==> src/rtl/cic_pkg.sv <==
// cic_pkg: shared widths, width-table lookup and truncation helpers for the pruned CIC decimator.
package cic_pkg;
  localparam int MAX_B = 128;
  localparam int MAX_ST = 32;
  typedef enum logic {MODE_INT, MODE_COMB} stage_mode_e;
  function automatic int b_full(input int i_w, input int order, input int dec_bits);
    return i_w + order * dec_bits;
  endfunction
  function automatic int width_of(input logic [8*MAX_ST-1:0] widths, input int k);
    return int'(widths[8*k +: 8]);
  endfunction
  // Keep the top bits of a wider stage: floor toward -inf, no rounding.
  function automatic logic signed [MAX_B-1:0] trunc(input logic signed [MAX_B-1:0] x, input int sh);
    return x >>> sh;
  endfunction
endpackage

==> src/rtl/cic_stage.sv <==
// cic_stage: one pruned integrator or M=1 comb; values travel sign-extended on a B_W-bit bus.
module cic_stage
  import cic_pkg::*;
#(
  parameter int B_W = 64,
  parameter int IN_W = 64,
  parameter int OUT_W = 64,
  parameter stage_mode_e MODE = MODE_INT
) (
  input  logic                  i_clk,
  input  logic                  i_rst,
  input  logic                  i_en,
  input  logic signed [B_W-1:0] i_x,
  output logic signed [B_W-1:0] o_y
);
  logic signed [OUT_W-1:0] w_x, w_y, r_acc;
  assign w_x = OUT_W'(trunc(MAX_B'(i_x), IN_W - OUT_W));
  assign w_y = (MODE == MODE_INT) ? r_acc : w_x - r_acc;
  assign o_y = B_W'(w_y);
  always_ff @(posedge i_clk)
    if (!i_rst) r_acc <= '0;
    else if (i_en) r_acc <= (MODE == MODE_INT) ? r_acc + w_x : w_x;
endmodule

==> src/rtl/cic_pruned_decimator.sv <==
// cic_pruned_decimator: power-of-two CIC decimator with Hogenauer-pruned stage widths and a decimated clock.
module cic_pruned_decimator
  import cic_pkg::*;
#(
  parameter int I_WIDTH = 16,
  parameter int ORDER = 3,
  parameter int DECIMATION_BITS = 16,
  parameter logic [8*(2*ORDER+1)-1:0] REG_WIDTHS = {8'd16, 8'd18, 8'd19, 8'd20, 8'd27, 8'd42, 8'd57},
  parameter int O_WIDTH = 16
) (
  input  logic                      i_clk,
  input  logic                      i_rst,
  input  logic                      i_en,
  input  logic signed [I_WIDTH-1:0] i_data,
  output logic signed [O_WIDTH-1:0] o_data,
  output logic                      o_clk
);
  localparam int LP_B = b_full(I_WIDTH, ORDER, DECIMATION_BITS);
  localparam logic [8*MAX_ST-1:0] LP_W = {{(8*(MAX_ST-2*ORDER-1)){1'b0}}, REG_WIDTHS};
  localparam int LP_LAST = width_of(LP_W, 2*ORDER-1);
  logic [DECIMATION_BITS-1:0] r_cnt;
  logic signed [O_WIDTH-1:0] r_data;
  logic signed [LP_B-1:0] w_chain [0:2*ORDER];
  logic w_tick;
  assign w_tick = i_en & (&r_cnt);
  assign w_chain[0] = LP_B'(i_data);
  assign o_data = r_data;
  assign o_clk = r_cnt[DECIMATION_BITS-1];
  // Integrators run every enabled cycle; combs see integrator N's pre-edge value on ticks.
  for (genvar k = 0; k < 2*ORDER; k++) begin : g_stage
    localparam int LP_IN = (k == 0) ? LP_B : width_of(LP_W, (k == 0) ? 0 : k - 1);
    localparam int LP_OUT = width_of(LP_W, k);
    localparam stage_mode_e LP_MODE = stage_mode_e'(k >= ORDER);
    cic_stage #(.B_W(LP_B), .IN_W(LP_IN), .OUT_W(LP_OUT), .MODE(LP_MODE)) u_stage (
      .i_clk(i_clk),
      .i_rst(i_rst),
      .i_en (k < ORDER ? i_en : w_tick),
      .i_x  (w_chain[k]),
      .o_y  (w_chain[k+1])
    );
  end
  always_ff @(posedge i_clk)
    if (!i_rst) begin
      r_cnt <= '0;
      r_data <= '0;
    end else if (i_en) begin
      r_cnt <= r_cnt + 1'b1;
      if (w_tick) r_data <= O_WIDTH'(trunc(MAX_B'(w_chain[2*ORDER]), LP_LAST - O_WIDTH));
    end
endmodule

==> config.mk <==
export PLATFORM = sky130hd
export DESIGN_NAME = cic_pruned_decimator
export DESIGN_NICKNAME = d
export VERILOG_FILES = /design/src/rtl/cic_pkg.sv /design/src/rtl/cic_stage.sv /design/src/rtl/cic_pruned_decimator.sv
export SDC_FILE = /design/constraint.sdc
export NUM_CORES = 1
export LEC_CHECK = 0
export CAP_MARGIN = 10
export CELL_PAD_IN_SITES_DETAIL_PLACEMENT = 1
export CELL_PAD_IN_SITES_GLOBAL_PLACEMENT = 1
export CORE_ASPECT_RATIO = 1.2
export CORE_MARGIN = 2
export CORE_UTILIZATION = 48
export DETAILED_ROUTE_END_ITERATION = 12
export GPL_TIMING_DRIVEN = 0
export MAX_ROUTING_LAYER = met4
export PLACE_DENSITY_LB_ADDON = 0.1
export SYNTH_ARGS = -nofsm -noshare
export SYNTH_HDL_FRONTEND = slang
export SYNTH_SLANG_ARGS = --single-unit
==> constraint.sdc <==
create_clock -name i_clk -period 5.95 [get_ports i_clk]
set_clock_uncertainty 0.1 [all_clocks]
set_input_delay 0.8925 -clock i_clk [delete_from_list [all_inputs] [get_ports i_clk]]
set_output_delay 0.8925 -clock i_clk [all_outputs]
set_load 0.005 [all_outputs]
== After elaboration in Yosys (flattened, before gate mapping) ==
Index checks and enable logic that the tools add are counted.

* $add $sub $neg: 7
* Reductions and logical operators: 2
* Bitwise gates (word level): 1

{| class="wikitable"
|+ Operator list
! cell !! count
|-
| 57-bit by 9-bit adder with 57-bit output || 1
|-
| 42-bit adder || 1
|-
| 27-bit adder || 1
|-
| 20-bit subtractor || 1
|-
| 19-bit subtractor || 1
|-
| 18-bit subtractor || 1
|-
| 16-bit by 1-bit adder with 16-bit output (second input constant) || 1
|-
| 16-bit AND reduction || 1
|-
| 2-bit AND reduction || 1
|-
| 1-bit AND || 1
|}

* Output and inout port bits: 17
* Word-level logic and storage cells: 18
* Register bits after elaboration: 215
* Input bits: 19

== Logic depth before layout (Yosys ltp) ==
* Depth in word-level cells: 3
* Gate-level depth with buffers: 28
* Mapped depth without buffers: 28

== Cells and area by module ==
Synthesis repeated with hierarchy kept, for this count alone.

* Cells, all modules: 2423
* Area total of the unflattened synthesis: 19860.3 um^2

{| class="wikitable"
|+ Modules (own cells, without submodules)
! module !! times used !! area each (um^2) !! seq. area each (um^2) !! cells an instance
|-
| cic_stage (g_stage[0].u_stage) || 1 || 5451.5 || 1141.1 || 669
|-
| cic_stage (g_stage[1].u_stage) || 1 || 4226.6 || 840.8 || 534
|-
| cic_stage (g_stage[2].u_stage) || 1 || 2705.1 || 540.5 || 325
|-
| cic_stage (g_stage[4].u_stage) || 1 || 2079.5 || 380.4 || 257
|-
| cic_stage (g_stage[5].u_stage) || 1 || 2037.0 || 360.3 || 240
|-
| cic_stage (g_stage[3].u_stage) || 1 || 2013.2 || 400.4 || 249
|-
| cic_pruned_decimator || 1 || 1347.5 || 640.6 || 149
|}

== Worst setup path after synthesis ==
OpenSTA, ideal clock, no wires.

* Path kind: register to register
* Start point: reg g_stage[2].u_stage.r_acc[7]
* End point: reg r_data[15], in the netlist o_data[15]
* Cell stages (with the launch flop): 27
* Required time: 5.788 ns
* Arrival time: 5.073 ns
* Setup slack: 0.715 ns
* Clock period less this slack: 5.235 ns
* Setup time: 0.062 ns
* Cell sequence: dfxtp_1 nand2b_1 fa_1 a21o_1 a21oi_1 o21bai_1 a21oi_1 o21bai_1 a21oi_1 o21ai_0 nor2_1 ha_1 a21o_1 a21o_1 a21o_1 a21o_1 a41oi_1 o21ai_0 nor2_1 xnor2_1 ha_1 and3_1 a21o_1 o41ai_1 xnor2_1 a211o_1 nand3_1

* Word-level cells in the longest chain between the ends: 3

{| class="wikitable"
|+ RTL lines
! item !! line !! source
|-
| start: declaration || cic_stage.sv:16 || <nowiki>logic signed [OUT_W-1:0] w_x, w_y, r_acc;</nowiki>
|-
| start signal: assignment || cic_stage.sv:22 || <nowiki>else if (i_en) r_acc <= (MODE == MODE_INT) ? r_acc + w_x : w_x;</nowiki>
|-
| 20-bit subtractor || cic_stage.sv:18 || <nowiki>assign w_y = (MODE == MODE_INT) ? r_acc : w_x - r_acc;</nowiki>
|-
| net g_stage[3].u_stage.o_y[10] || cic_stage.sv:14 || <nowiki>output logic signed [B_W-1:0] o_y</nowiki>
|-
| 19-bit subtractor || cic_stage.sv:18 ||
|-
| net g_stage[4].u_stage.o_y[15] || cic_stage.sv:14 ||
|-
| 18-bit subtractor || cic_stage.sv:18 ||
|-
| end signal: assignment || cic_pruned_decimator.sv:48 || <nowiki>if (w_tick) r_data <= O_WIDTH'(trunc(MAX_B'(w_chain[2*ORDER]), LP_LAST - O_WIDTH));</nowiki>
|-
| end: declaration || cic_pruned_decimator.sv:22 || <nowiki>logic signed [O_WIDTH-1:0] r_data;</nowiki>
|}

The timed path passes the listed nets, and every way through them passes these cells.
A chain may end at the register's enable or synchronous reset.

== Worst setup path in the final report ==
Same ends and word-level chain as after synthesis.

==> summary.md <==
| Metric | Value |
|---|---|
| Routability cong. | 0.919 |
| Largest net degree at the start of global routing | 38 |
| DR top layer | met4 |
| Hold depth | 2 |
| Count of input and output buffers | 26 |
| Syn_area_per_cell | 7.78 um^2 |
| Fillers | 4135 |
| Initial core utilization | 48.9% |
| Pwr Total | 0.00735 W |
| CTS Root Cell | clkbuf_16 |
| Min-Delay Endpoint | g_stage[3].u_stage.r_acc[10] |
| Ys flop type | dfxtp_1 |
| Startpoint types | flop |
| Cell Rows | 73 |
| CTS tree | yes |
| Worst EP required | 6340 ps |
| Worst rel slew slack | 27.9% |
| Setup WS pre-CTS | -559 ps |
| Fin Hold WS | 351 ps |
| Top post-synthesis cells by count | a21oi_1, nor2_1, dfxtp_1, nand2_1, ha_1 |
| Worst Path Max Fanout | 4 |
| Number of routed nets with antenna violations | 0 |
| Leakage | 7.67 nW |
| Final Cycle Share | 96.2% |
| #FFs+latches synth | 215 |
| Netlist cell types | 71 |
| GRT Total Usage | 30.5% |
| Mean routed wirelength per cell | 19.8 um |
| Clock transition at path regs | 60 ps |
| DRT met1 WL | 20800 um |
| Drt first pass iters | 5 |
| Slew @ Worst Pin | 1080 ps |
| Syn nets | 2283 |
| Post-synth EDFFs | 0 |
| CTS sink cnt | 215 |
| RSZ-0062 raised after global routing | false |
| Design area | 18100 um^2 |
| Synth Cell Area | 16200 um^2 |
| RR Startpoint | g_stage[2].u_stage.r_acc[7] |
| Fin worst setup slack | 227 ps |
| DIE HEIGHT | 205 um |
| DRC | 0 |
| Via count | 15400 |
| Area grow syn2layout | 11.6% |
| Final hold vios | 0 |
| Die area | 35300 um^2 |
| Max Clk Rate | 0.175 GHz |
| Dpl hpwl | 40000 um |
| Register cell area after layout | 4300 um^2 |
| Max Cap Viol | 0 |
| R2R Setup Slk | 230 ps |
| Met2 routed WL | 27500 um |
| Synth Instances | 2084 |
| Worst-Skew Late Latency | 540 ps |
| Top Ports | 36 |
| H-Tree Level Count | 1 |
| Final setup violation count | 0 |
| First-pass GRT wire length | 83300 um |
| CP Class | flop to flop |
| VDD IR max | 217 uV |
| Num CTS Buffers | 26 |
| Initial antenna violation count | 1 |
| Outcome | finished clean |
| Placed inst area | 17000 um^2 |
| Post-CTS Hold Buffers | 0 |
| Area share of the largest cell type after synthesis | 26.6% |
| Area of the multi-input gates | 11200 um^2 |
| Core box area | 33200 um^2 |
| CTS Buffer Depth | 3 |
| Post-synthesis async set-or-reset flop share | 0% |
| Vias in the first global route | 16300 |
| Slew Limit Fails | 0 |
| GR Overflow Total | 0 |
| Final nets | 2339 |
| Die width | 172 um |
| Sequential area share after synthesis | 26.6% |
| DRT iter0 DRCs | 576 |
| Synth warn | 0 |
| R2R depth | 24 |
| Critical register-to-register path endpoint | o_data[15] |
| Vias/cell | 5.89 |
| Tmin final | 5720 ps |
| Worst Path Arrival | 6110 ps |
| PD cells | 406 nW/um^2 |
| Ranking of synthesized cells by area | dfxtp_1, ha_1, a21oi_1 |
| Share of layout cells above drive strength 1 | 3.98% |
| Cell accounting for the most synthesized area | dfxtp_1 |
| Top-count cell post-synth | a21oi_1 |
| Crit end category | flop |
| Fin util | 54.5% |
| WL met3 | 1440 um |
| Hold Path Class | flop to flop |
| WL final | 51800 um |
| Worst Min Path Start | g_stage[3].u_stage.r_acc[10] |
==> metal layers <==
layer  track usage, %  up-vias
li1                 -     7500
met1             32.2     7548
met2             57.5      229
met3             2.98      112
met4             12.3        0
met5                -        -
==> kinds of logic after synthesis <==
kind of cell / count (synthesis) / synth area share (%)
AND/OR/NAND/NOR: 684 / 19.4
AO/OA/AOI/OAI: 582 / 22.6
flip-flops: 215 / 26.6
buffers and inverters: 199 / 4.62
adder cells (fa/ha/maj): 180 / 14.1
XOR/XNOR: 151 / 8.16
multiplexers: 73 / 4.51
==> cells in the final DEF, fill, tap and decap left out, drive strengths merged, types with 6 or more instances in the layout <==
master,instances
a2111oi,8
a211o,7
a211oi,23
a21boi,6
a21o,69
a21oi,237
a311oi,6
a31o,7
a31oi,16
and2,18
and3,19
and4,6
buf,16
clkbuf,110
clkdlybuf4s50,25
clkinv,9
dfxtp,215
ha,175
inv,109
mux2i,73
nand2,210
nand2b,26
nand3,60
nand3b,6
nand4,24
nor2,217
nor2b,19
nor3,38
o211ai,14
o21a,27
o21ai,93
o21bai,24
or2,9
or3,14
xnor2,101
xor2,50
==> critical path, cell delays in order, from the launching register on <==
cell,delay [ps]
dfxtp_1,340
nand2b_1,200
fa_1,430
a21o_1,190
a21oi_2,170
o21bai_1,120
a21oi_2,190
o21bai_1,90
a21oi_2,220
xnor2_1,140
ha_1,220
or3_1,410
o21bai_1,200
and2_1,190
a21oi_1,190
xnor2_1,160
ha_1,280
or4_1,470
o221ai_4,200
a21oi_2,150
a21o_1,220
o41ai_4,290
xnor2_1,130
a211o_1,270
nand3_1,60
==> stage by stage <==
stage / TNS [ps] / cells
2_1_floorplan: 0 / 2084
3_3_place_gp: -14610 / 2560
3_5_place_dp: -912 / 2561
4_1_cts: 0 / 2609
5_1_grt: 0 / 2611
6_report: 0 / 2611
==> timing repair <==
action / in CTS / in global routing
resized for setup: 8 / 7
buffers inserted: 0 / 1
gates cloned: 0 / 0
pin swaps: 1 / 3
setup endpoints to repair: 3 / 4
==> flip-flops by register name, summed over array words and instances (netlist names) <==
register and cells:
g_stage.u_stage.r_acc 183, o_data 16, r_cnt 16
==> worst max-delay path by stage <==
stage / startpoint / end / depth (start not counted)
global route: g_stage[2].u_stage.r_acc[7] / o_data[14] / 28
CTS: g_stage[2].u_stage.r_acc[7] / o_data[15] / 26
global placement: i_data[15] / g_stage[0].u_stage.r_acc[55] / 13
detailed placement: g_stage[2].u_stage.r_acc[7] / o_data[15] / 24
floorplan: g_stage[2].u_stage.r_acc[7] / o_data[15] / 26
finish: g_stage[2].u_stage.r_acc[7] / o_data[15] / 24
==> power breakdown <==
group	leakage, nW	internal (W)	total [W]	switching, W
Clock	0.473	0.00110	0.00175	0.000653
Combinational	5.45	0.00164	0.00390	0.00225
Sequential	1.75	0.00156	0.00170	0.000133
Total	7.67	0.00431	0.00735	0.00304
==> final cells by class <==
| type | instances | area share [%] |
|---|---|---|
| clock inverters | 14 | 1.09 |
| well taps | 450 | 3.11 |
| repair buffers | 28 | 1.56 |
| plain buffers | 89 | 1.85 |
| inverters | 110 | 2.28 |
| multi-input cells | 1670 | 62.1 |
| diodes | 1 | 0.0138 |
| flip-flops and latches | 215 | 23.8 |
| clock buffers | 34 | 4.16 |
Note: power is estimated with default switching activity, not from simulation.
